<file path="src/rtl/shift_pkg.sv">
// Shared shift-mode encoding and fill rule for the pipelined barrel shifter and the ALU model.
// Latency: n/a (types and a pure function only).
// Backpressure: n/a.
package shift_pkg;

    typedef enum logic [1:0] {
        SH_SLL = 2'b00,
        SH_SRL = 2'b01,
        SH_SRA = 2'b10,
        SH_ROR = 2'b11
    } shift_op_e;

    // Value entering a vacated MSB position on a right shift.
    // SRL fills with zero, SRA with the sign of the original operand, and ROR
    // with the bit that just fell off the LSB end. SLL never vacates MSBs.
    function automatic logic fill_bit(shift_op_e op, logic sign, logic wrap);
        logic f;
        case (op)
            SH_SRA:  f = sign;
            SH_ROR:  f = wrap;
            default: f = 1'b0;
        endcase
        return f;
    endfunction

endpackage

</file>
<file path="src/rtl/shift_stage.sv">
// One barrel layer: conditional shift by DIST followed by a pipeline register.
// Latency: 1 cycle.
// Backpressure: holds while valid and downstream not ready; an empty stage always loads.
module shift_stage
    import shift_pkg::*;
#(
    parameter int WIDTH = 16,
    parameter int TAG_W = 4,
    parameter int DIST  = 1,
    localparam int SHW  = $clog2(WIDTH)
) (
    input  logic             clk,
    input  logic             rst_n,
    input  logic             prev_valid,
    output logic             prev_ready,
    input  logic [WIDTH-1:0] prev_data,
    input  logic [SHW-1:0]   prev_amt,
    input  logic [1:0]       prev_op,
    input  logic [TAG_W-1:0] prev_tag,
    input  logic             prev_sign,
    output logic             valid,
    input  logic             next_ready,
    output logic [WIDTH-1:0] data,
    output logic [SHW-1:0]   amt,
    output logic [1:0]       op,
    output logic [TAG_W-1:0] tag,
    output logic             sign
);

    // Amount bit that selects this layer's shift distance.
    localparam int BIT = $clog2(DIST);

    shift_op_e        mode;
    logic [WIDTH-1:0] rot;
    logic [WIDTH-1:0] shifted;

    assign mode = shift_op_e'(prev_op);
    assign rot  = {prev_data[DIST-1:0], prev_data[WIDTH-1:DIST]};

    // Accept when empty or when our current contents move on this cycle.
    assign prev_ready = !valid || next_ready;

    // One mux layer: left shifts zero-fill the LSBs; right shifts start from the
    // rotated word and overwrite the vacated MSBs according to the mode.
    always_comb begin
        shifted = prev_data;
        if (prev_amt[BIT]) begin
            if (mode == SH_SLL) begin
                shifted = prev_data << DIST;
            end else begin
                shifted = rot;
                for (int i = WIDTH - DIST; i < WIDTH; i++) begin
                    shifted[i] = fill_bit(mode, prev_sign, rot[i]);
                end
            end
        end
    end

    // Pipeline register; payload is captured only for a real transaction.
    always_ff @(posedge clk or negedge rst_n) begin
        if (!rst_n) begin
            valid <= 1'b0;
            data  <= '0;
            amt   <= '0;
            op    <= '0;
            tag   <= '0;
            sign  <= 1'b0;
        end else if (prev_ready) begin
            valid <= prev_valid;
            if (prev_valid) begin
                data <= shifted;
                amt  <= prev_amt;
                op   <= prev_op;
                tag  <= prev_tag;
                sign <= prev_sign;
            end
        end
    end

endmodule

</file>
<file path="src/rtl/barrel_shift_pipe.sv">
// Pipelined barrel shifter (SLL/SRL/SRA/ROR) with pass-through tag, one stage per amount bit.
// Latency: SHW cycles from accept to out_valid with no stall; one result per cycle.
// Backpressure: valid/ready chain; in_ready is combinational from out_ready and stage valids only.
module barrel_shift_pipe
    import shift_pkg::*;
#(
    parameter int WIDTH = 16,
    parameter int TAG_W = 4,
    localparam int SHW  = $clog2(WIDTH)
) (
    input  logic             clk,
    input  logic             rst_n,
    input  logic             in_valid,
    output logic             in_ready,
    input  logic [WIDTH-1:0] in_data,
    input  logic [SHW-1:0]   in_amt,
    input  logic [1:0]       in_op,
    input  logic [TAG_W-1:0] in_tag,
    output logic             out_valid,
    input  logic             out_ready,
    output logic [WIDTH-1:0] out_data,
    output logic [TAG_W-1:0] out_tag,
    output logic             out_zero
);

    // Reject widths the stage structure cannot represent.
    if (WIDTH < 4 || (WIDTH & (WIDTH - 1)) != 0) begin : g_bad_width
        $error("barrel_shift_pipe: WIDTH must be a power of 2 and >= 4");
    end

    // Index k is the input side of stage k; index SHW is the pipe output.
    logic             valid_w [0:SHW];
    logic             ready_w [0:SHW];
    logic [WIDTH-1:0] data_w  [0:SHW];
    logic [SHW-1:0]   amt_w   [0:SHW];
    logic [1:0]       op_w    [0:SHW];
    logic [TAG_W-1:0] tag_w   [0:SHW];
    logic             sign_w  [0:SHW];

    assign valid_w[0]   = in_valid;
    assign data_w[0]    = in_data;
    assign amt_w[0]     = in_amt;
    assign op_w[0]      = in_op;
    assign tag_w[0]     = in_tag;
    assign sign_w[0]    = in_data[WIDTH-1];
    assign in_ready     = ready_w[0];
    assign ready_w[SHW] = out_ready;

    // Largest distance first: stage k handles amount bit SHW-1-k.
    for (genvar k = 0; k < SHW; k++) begin : g_stage
        shift_stage #(
            .WIDTH (WIDTH),
            .TAG_W (TAG_W),
            .DIST  (1 << (SHW - 1 - k))
        ) u_stage (
            .clk        (clk),
            .rst_n      (rst_n),
            .prev_valid (valid_w[k]),
            .prev_ready (ready_w[k]),
            .prev_data  (data_w[k]),
            .prev_amt   (amt_w[k]),
            .prev_op    (op_w[k]),
            .prev_tag   (tag_w[k]),
            .prev_sign  (sign_w[k]),
            .valid      (valid_w[k+1]),
            .next_ready (ready_w[k+1]),
            .data       (data_w[k+1]),
            .amt        (amt_w[k+1]),
            .op         (op_w[k+1]),
            .tag        (tag_w[k+1]),
            .sign       (sign_w[k+1])
        );
    end

    assign out_valid = valid_w[SHW];
    assign out_data  = data_w[SHW];
    assign out_tag   = tag_w[SHW];
    assign out_zero  = valid_w[SHW] && (data_w[SHW] == '0);

    // Control fields are spent by the time a result reaches the output.
    logic unused_tail;
    assign unused_tail = ^{amt_w[SHW], op_w[SHW], sign_w[SHW]};

endmodule

</file>
<file path="config.mk">
export PLATFORM = sky130hd
export DESIGN_NAME = barrel_shift_pipe
export DESIGN_NICKNAME = d
export VERILOG_FILES = /design/src/rtl/shift_pkg.sv /design/src/rtl/shift_stage.sv /design/src/rtl/barrel_shift_pipe.sv
export SDC_FILE = /design/constraint.sdc
export NUM_CORES = 1
export LEC_CHECK = 0
export BUFFER_PORTS_ARGS = -buffer_cell sky130_fd_sc_hd__buf_4
export CORE_UTILIZATION = 62
export CTS_BUF_LIST = sky130_fd_sc_hd__clkbuf_2
export DETAILED_ROUTE_END_ITERATION = 10
export PLACE_DENSITY = 0.83
export SKIP_LAST_GASP = 1
export SLEW_MARGIN = 20
export SYNTH_ARGS = -nofsm -noshare
export SYNTH_HDL_FRONTEND = slang
export SYNTH_HIERARCHICAL = 1
export SYNTH_SLANG_ARGS = --single-unit
</file>
<file path="constraint.sdc">
create_clock -name clk -period 2.5 [get_ports clk]
set_input_delay 0.125 -clock clk [delete_from_list [all_inputs] [get_ports clk]]
set_output_delay 0.125 -clock clk [all_outputs]
set_load 0.01 [all_outputs]
</file>
==> results of run 1 <==
[sequential cells by signal, indices dropped and copies added, names as in the netlist]
signal and count:
g_stage.u_stage/sign 3, g_stage.u_stage/amt 6, g_stage.u_stage/data 64, g_stage.u_stage/tag 16, g_stage.u_stage/valid 4, g_stage.u_stage/op 6
[repair_timing]
item / CTS / global route
hold buffers: 42 / 0
endpoints found under the setup margin: 0 / 5
endpoints found under the hold margin: 103 / 0
setup buffers: 0 / 3
[path summary, 6_finish.rpt]
check,start,to,slack (ns),cells past startpoint
max,g_stage[3].u_stage/valid$_DFFE_PN0N_,g_stage[0].u_stage/data[11]$_DFFE_PN0P_,0.17,7
min in group clk,in_tag[2],g_stage[0].u_stage/tag[2]$_DFFE_PN0P_,0.25,3
max reg2reg,g_stage[3].u_stage/valid$_DFFE_PN0N_,g_stage[0].u_stage/data[11]$_DFFE_PN0P_,0.17,7
max in group asynchronous,rst_n,g_stage[3].u_stage/data[0]$_DFFE_PN0P_,1.55,3
min reg2reg,g_stage[3].u_stage/tag[0]$_DFFE_PN0P_,g_stage[3].u_stage/tag[0]$_DFFE_PN0P_,0.53,1
min,rst_n,g_stage[0].u_stage/data[9]$_DFFE_PN0P_,0.1,2
[through the flow]
stage	instances	power [mW]	hold slack [ns]
2_1_floorplan	490	4.30	-0.171
3_3_place_gp	605	4.83	0.316
3_5_place_dp	605	4.96	0.324
4_1_cts	663	5.78	0.159
5_1_grt	667	6.21	0.158
6_report	667	5.83	0.0956
[power breakdown]
group	total [mW]	internal [mW]	switching, mW
sequential	2.95	2.14	0.809
combinational	2.10	1.23	0.867
clock	0.780	0.170	0.611
[cell type report]
cell class              count  share of cell area
clock buffers               9             0.00716
inverters                   4             0.00239
clock inverters             7              0.0121
well taps                 105              0.0209
repair buffers            100               0.136
flip-flops and latches     99               0.394
multi-input cells         343               0.427
[worst register-to-register path, cell delays in order (launching register included)]
cell and delay [ns]:
dfrtp_1 0.49, nand2b_4 0.10, nand2b_1 0.23, nand2b_4 0.26, nand2b_4 0.23, nand2_2 0.19, o2bb2ai_1 0.17, dlygate4sd3_1 0.55
[per-layer routing]
metal  part of all wire  track usage  wire [um]  vias up
met5                  0            0          0        -
met2               0.49        0.482       6400      160
met1               0.43        0.391       5580     2141
met3              0.049       0.0671        640       37
met4              0.032        0.112        422        0
li1                   -            -          -     1989
==> reports/results.tsv, run 1 <==
metric	value	unit
status	finished clean	
post-route-drc-count	0	
cts.sink_count	99	
antenna_found_initial	0	
overflow	0	
hold_class	input port to asynchronous set/reset pin	
drt_iter0_drc	332	
grt_max_degree	76	
via_per_inst	6.49	
ir_drop	0.000648	V
preCtsSetupSlack	0.486	ns
setup_ws	0.174	ns
critPathMaxStageDelay	0.55	ns
final_util	0.750	
clk_pin_slew_worst_paths	0.34	ns
cts_buffer_depth	2	
core_area	8380	um2
totalWireLength	13000	um
yosysWarnings	6	
cp-start-kind	register	
initial_core_util	0.656	
cpLargestDelayFamily	simple AND/OR/NAND/NOR gates	
grt_pass1_wl	20500	um
path_cells	nand2b_4 -> nand2b_1 -> nand2b_4 -> nand2b_4 -> nand2_2 -> o2bb2ai_1 -> dlygate4sd3_1	
drt_pass1_iterations	7	
hpwl	7980	um
placed_area	5710	um2
layout_common_cells	dfrtp_1 (99), mux2_2 (58), buf_4 (58)	
dieArea	9250	um2
setup_violations	0	
period_needed	2.33	ns
grt.total_usage	0.298	
crit_path_end_kind	register	
rsz0062_at_grt	no	
hold_viol	0	
syn_to_final_growth	14.3	%
placementRows	33	
critical_path.max_fanout	13	
design_area	6290	um2
syn_nets	520	
worst_pin_slew	0.954	ns
route.vias.total	4327	
layout.nets	587	
fmax	430	MHz
setup.worst_path.class	register to register	
worst_path_most_repeated_cell	nand2b_4	
drv_slew	0	
p_per_area	927	nW/um2
p_leak	2.59	nW
setup_tns	0	ns
chipWidth	96.2	um
cts_tree	yes	
io_pins	53	
cp.arrival	2.85	ns
antennaDiodeCount	0	
cp.buffers_inverters	1	
maxCapViolations	0	
die_y	96.2	um
syn_area	5500	um2
slew_headroom	0.364	
portBuffers	52	
final-seq-area	2480	um2
avgSynthCellArea	11.2	um2
fillers	546	
fin_skew	0.0800	ns
globalplace.congestion	0.876	
layout-drive-gt1-share	0.306	
clockRootBuffer	clkbuf_2	
cp.required	3.02	ns
grt_pass1_vias	3990	
numCtsBuffers	9	
ant_nets	0	
wl_per_cell	19.6	um
clk_latency	0.64	ns
slowest_stage	dlygate4sd3_1	
final_common_cell	dfrtp_1	
postCtsResizedCells	0	
min_period_over_period	0.930	
multiInputGateArea	2690	um2
htreeDepth	3	
synthCells	490	
(Power assumes the default switching activity.)
==> inputs of run 2 (changes only) <==
--- a/config.mk
+++ b/config.mk
@@ -6,10 +6,12 @@
 export NUM_CORES = 1
 export LEC_CHECK = 0
 export BUFFER_PORTS_ARGS = -buffer_cell sky130_fd_sc_hd__buf_4
-export CORE_UTILIZATION = 62
+export CELL_PAD_IN_SITES_DETAIL_PLACEMENT = 1
+export CELL_PAD_IN_SITES_GLOBAL_PLACEMENT = 2
+export CORE_UTILIZATION = 42
 export CTS_BUF_LIST = sky130_fd_sc_hd__clkbuf_2
 export DETAILED_ROUTE_END_ITERATION = 10
-export PLACE_DENSITY = 0.83
+export PLACE_DENSITY_LB_ADDON = 0.1
 export SKIP_LAST_GASP = 1
 export SLEW_MARGIN = 20
 export SYNTH_ARGS = -nofsm -noshare
==> reports/results.tsv, run 2 (synthesized netlist as in run 1, its figures left out) <==
metric	value	unit	change
p_leak	2.65	nW	+2.0%
fmax	437	MHz	+1.7%
critPathMaxStageDelay	0.56	ns	about the same
clk_pin_slew_worst_paths	0.31	ns	-0.03 ns
multiInputGateArea	2690	um2	unchanged
grt_pass1_vias	4357		+9.2%
min_path_cells	3		
cts.sink_count	99		unchanged
min_period_over_period	0.915		-0.0151
crit_path_end_kind	register		
ant_nets	0		unchanged
layout-drive-gt1-share	0.304		-0.00238
antenna_found_initial	0		unchanged
hpwl	9380	um	+18%
globalplace.congestion	0.791		-9.6%
final_common_cell	dfrtp_1		
totalWireLength	14300	um	+9.4%
r2r-end	g_stage[0].u_stage/data[6]$_DFFE_PN0P_		
portBuffers	52		unchanged
cp.arrival	2.83	ns	-0.02 ns
clockRootBuffer	clkbuf_2		
route.vias.total	4197		-3.0%
r2r_slack	0.21	ns	+0.04 ns
post-route-drc-count	0		unchanged
cts_tree	yes		
fin_skew	0.0519	ns	-0.0281 ns
setup_tns	0	ns	unchanged
regMostFlops	g_stage.u_stage/data		
die_y	116	um	+21%
slew_headroom	0.406		+0.0419
overflow	0		unchanged
cts_buffer_depth	2		unchanged
grt_max_degree	41		-46%
p_per_area	915	nW/um2	-1.3%
preCtsSetupSlack	0.454	ns	-0.0316 ns
fillers	1383		+150%
hold_class	input port to register		
worstHoldStart	in_amt[0]		
drt_iter0_drc	236		-29%
setup.worst_path.class	register to register		
r2r.worst_path.cells	7		unchanged
numCtsBuffers	9		unchanged
htreeDepth	3		unchanged
drt_pass1_iterations	4		-3
setup_ws	0.212	ns	+0.0378 ns
maxCapViolations	0		unchanged
cp.required	3.04	ns	+0.02 ns
min_delay_worst_endpoint	g_stage[0].u_stage/amt[0]$_DFFE_PN0P_		
largest_reg_flops	64		unchanged
initial_core_util	0.434		-0.222
core_area	12700	um2	+51%
critical_path.max_fanout	13		unchanged
setup_violations	0		unchanged
postCtsResizedCells	0		unchanged
rsz0062_at_grt	no		
r2r-start	g_stage[3].u_stage/valid$_DFFE_PN0N_		
period_needed	2.29	ns	-0.0378 ns
drv_slew	0		unchanged
antennaDiodeCount	0		unchanged
via_per_inst	5.63		-13%
layout.nets	598		+1.9%
reg_top3	g_stage.u_stage/data (64), g_stage.u_stage/tag (16)		
slowest_stage	dlygate4sd3_1		
clk_latency	0.61	ns	-0.03 ns
chipWidth	116	um	+21%
placementRows	41		+24%
hold_viol	0		unchanged
status	finished clean		
cp-start-kind	register		
io_pins	53		unchanged
layout_common_cells	dfrtp_1 (99), mux2_2 (58), buf_4 (58)		
wl_per_cell	19.2	um	-2.1%
worst_pin_slew	0.891	ns	-0.0629 ns
ir_drop	0.000349	V	-46%
grt_pass1_wl	23500	um	+14%
grt.total_usage	0.228		-0.0697
syn_to_final_growth	18.4	%	
dieArea	13600	um2	+47%
final-seq-area	2480	um2	unchanged
path_cells	nand2b_4 -> nand2b_1 -> nand2b_4 -> nand2b_2 -> a21oi_1 -> a21oi_1 -> dlygate4sd3_1		
[run 2: changes by cell type in the layout (fill, tap and decap cells not counted)]
cell	before	now
clkinv_8	2	0
inv_6	5	4
bufinv_16	0	1
dlygate4sd3_1	42	51
inv_8	0	2
buf_12	0	2
[run 2: what timing repair did]
item                       in CTS  in global routing
setup buffers                   0                  2
setup endpoints to repair       0                  8
hold endpoints to repair      129                  0
hold buffers                   52                  0
[run 2: worst max-delay path, delay by kind of cell (launching register included)]
kind | cells | cell delay (ns)
AOI/OAI and AO/OA | 2 | 0.32
buffers and inverters | 1 | 0.56
DFF | 1 | 0.48
and+or+nand+nor | 4 | 0.85
[run 2: how the worst max path moves through the flow]
| stage | start | endpoint | cells after the start |
|---|---|---|---|
| final | g_stage[3].u_stage/valid$_DFFE_PN0N_ | g_stage[0].u_stage/data[6]$_DFFE_PN0P_ | 7 |
| after global placement | g_stage[3].u_stage/valid$_DFFE_PN0N_ | g_stage[0].u_stage/tag[2]$_DFFE_PN0P_ | 6 |
| after CTS | g_stage[3].u_stage/valid$_DFFE_PN0N_ | g_stage[0].u_stage/data[7]$_DFFE_PN0P_ | 7 |
| after floorplan | g_stage[3].u_stage/valid$_DFFE_PN0N_ | g_stage[0].u_stage/amt[0]$_DFFE_PN0P_ | 9 |
| after detailed placement | g_stage[3].u_stage/valid$_DFFE_PN0N_ | g_stage[0].u_stage/tag[2]$_DFFE_PN0P_ | 6 |
| after global routing | g_stage[3].u_stage/valid$_DFFE_PN0N_ | g_stage[0].u_stage/data[6]$_DFFE_PN0P_ | 7 |
[run 2: routing by layer]
layer	vias to the layer above	wire length, um	track usage
met5	-	0	0
met4	0	293	0.0821
met1	2109	6550	0.309
li1	1996	-	-
met2	70	6990	0.373
met3	22	433	0.0332
[run 2: through the flow]
step	area [um2]	power [mW]	util	std cells	hold WS, ns
2_1_floorplan	5500	4.30	-	490	-0.171
3_3_place_gp	5830	4.94	0.460	674	0.170
3_5_place_dp	5830	5.04	0.460	674	0.176
4_1_cts	6490	6.02	0.512	742	0.206
5_1_grt	6510	6.45	0.514	745	0.220
6_report	6510	5.96	0.514	745	0.286
[run 2: power breakdown]
part / switching [mW] / internal (mW) / leakage, nW
clock: 0.620 / 0.263 / 0.0817
sequential: 0.769 / 2.15 / 1.15
combinational: 0.905 / 1.26 / 1.41
[run 2: final cells by class]
class	instances	area share
multi-input cells	343	0.412
flip-flops and latches	99	0.380
repair buffers	111	0.151
well taps	172	0.0330
clock inverters	7	0.0134
clock buffers	9	0.00692
inverters	4	0.00231
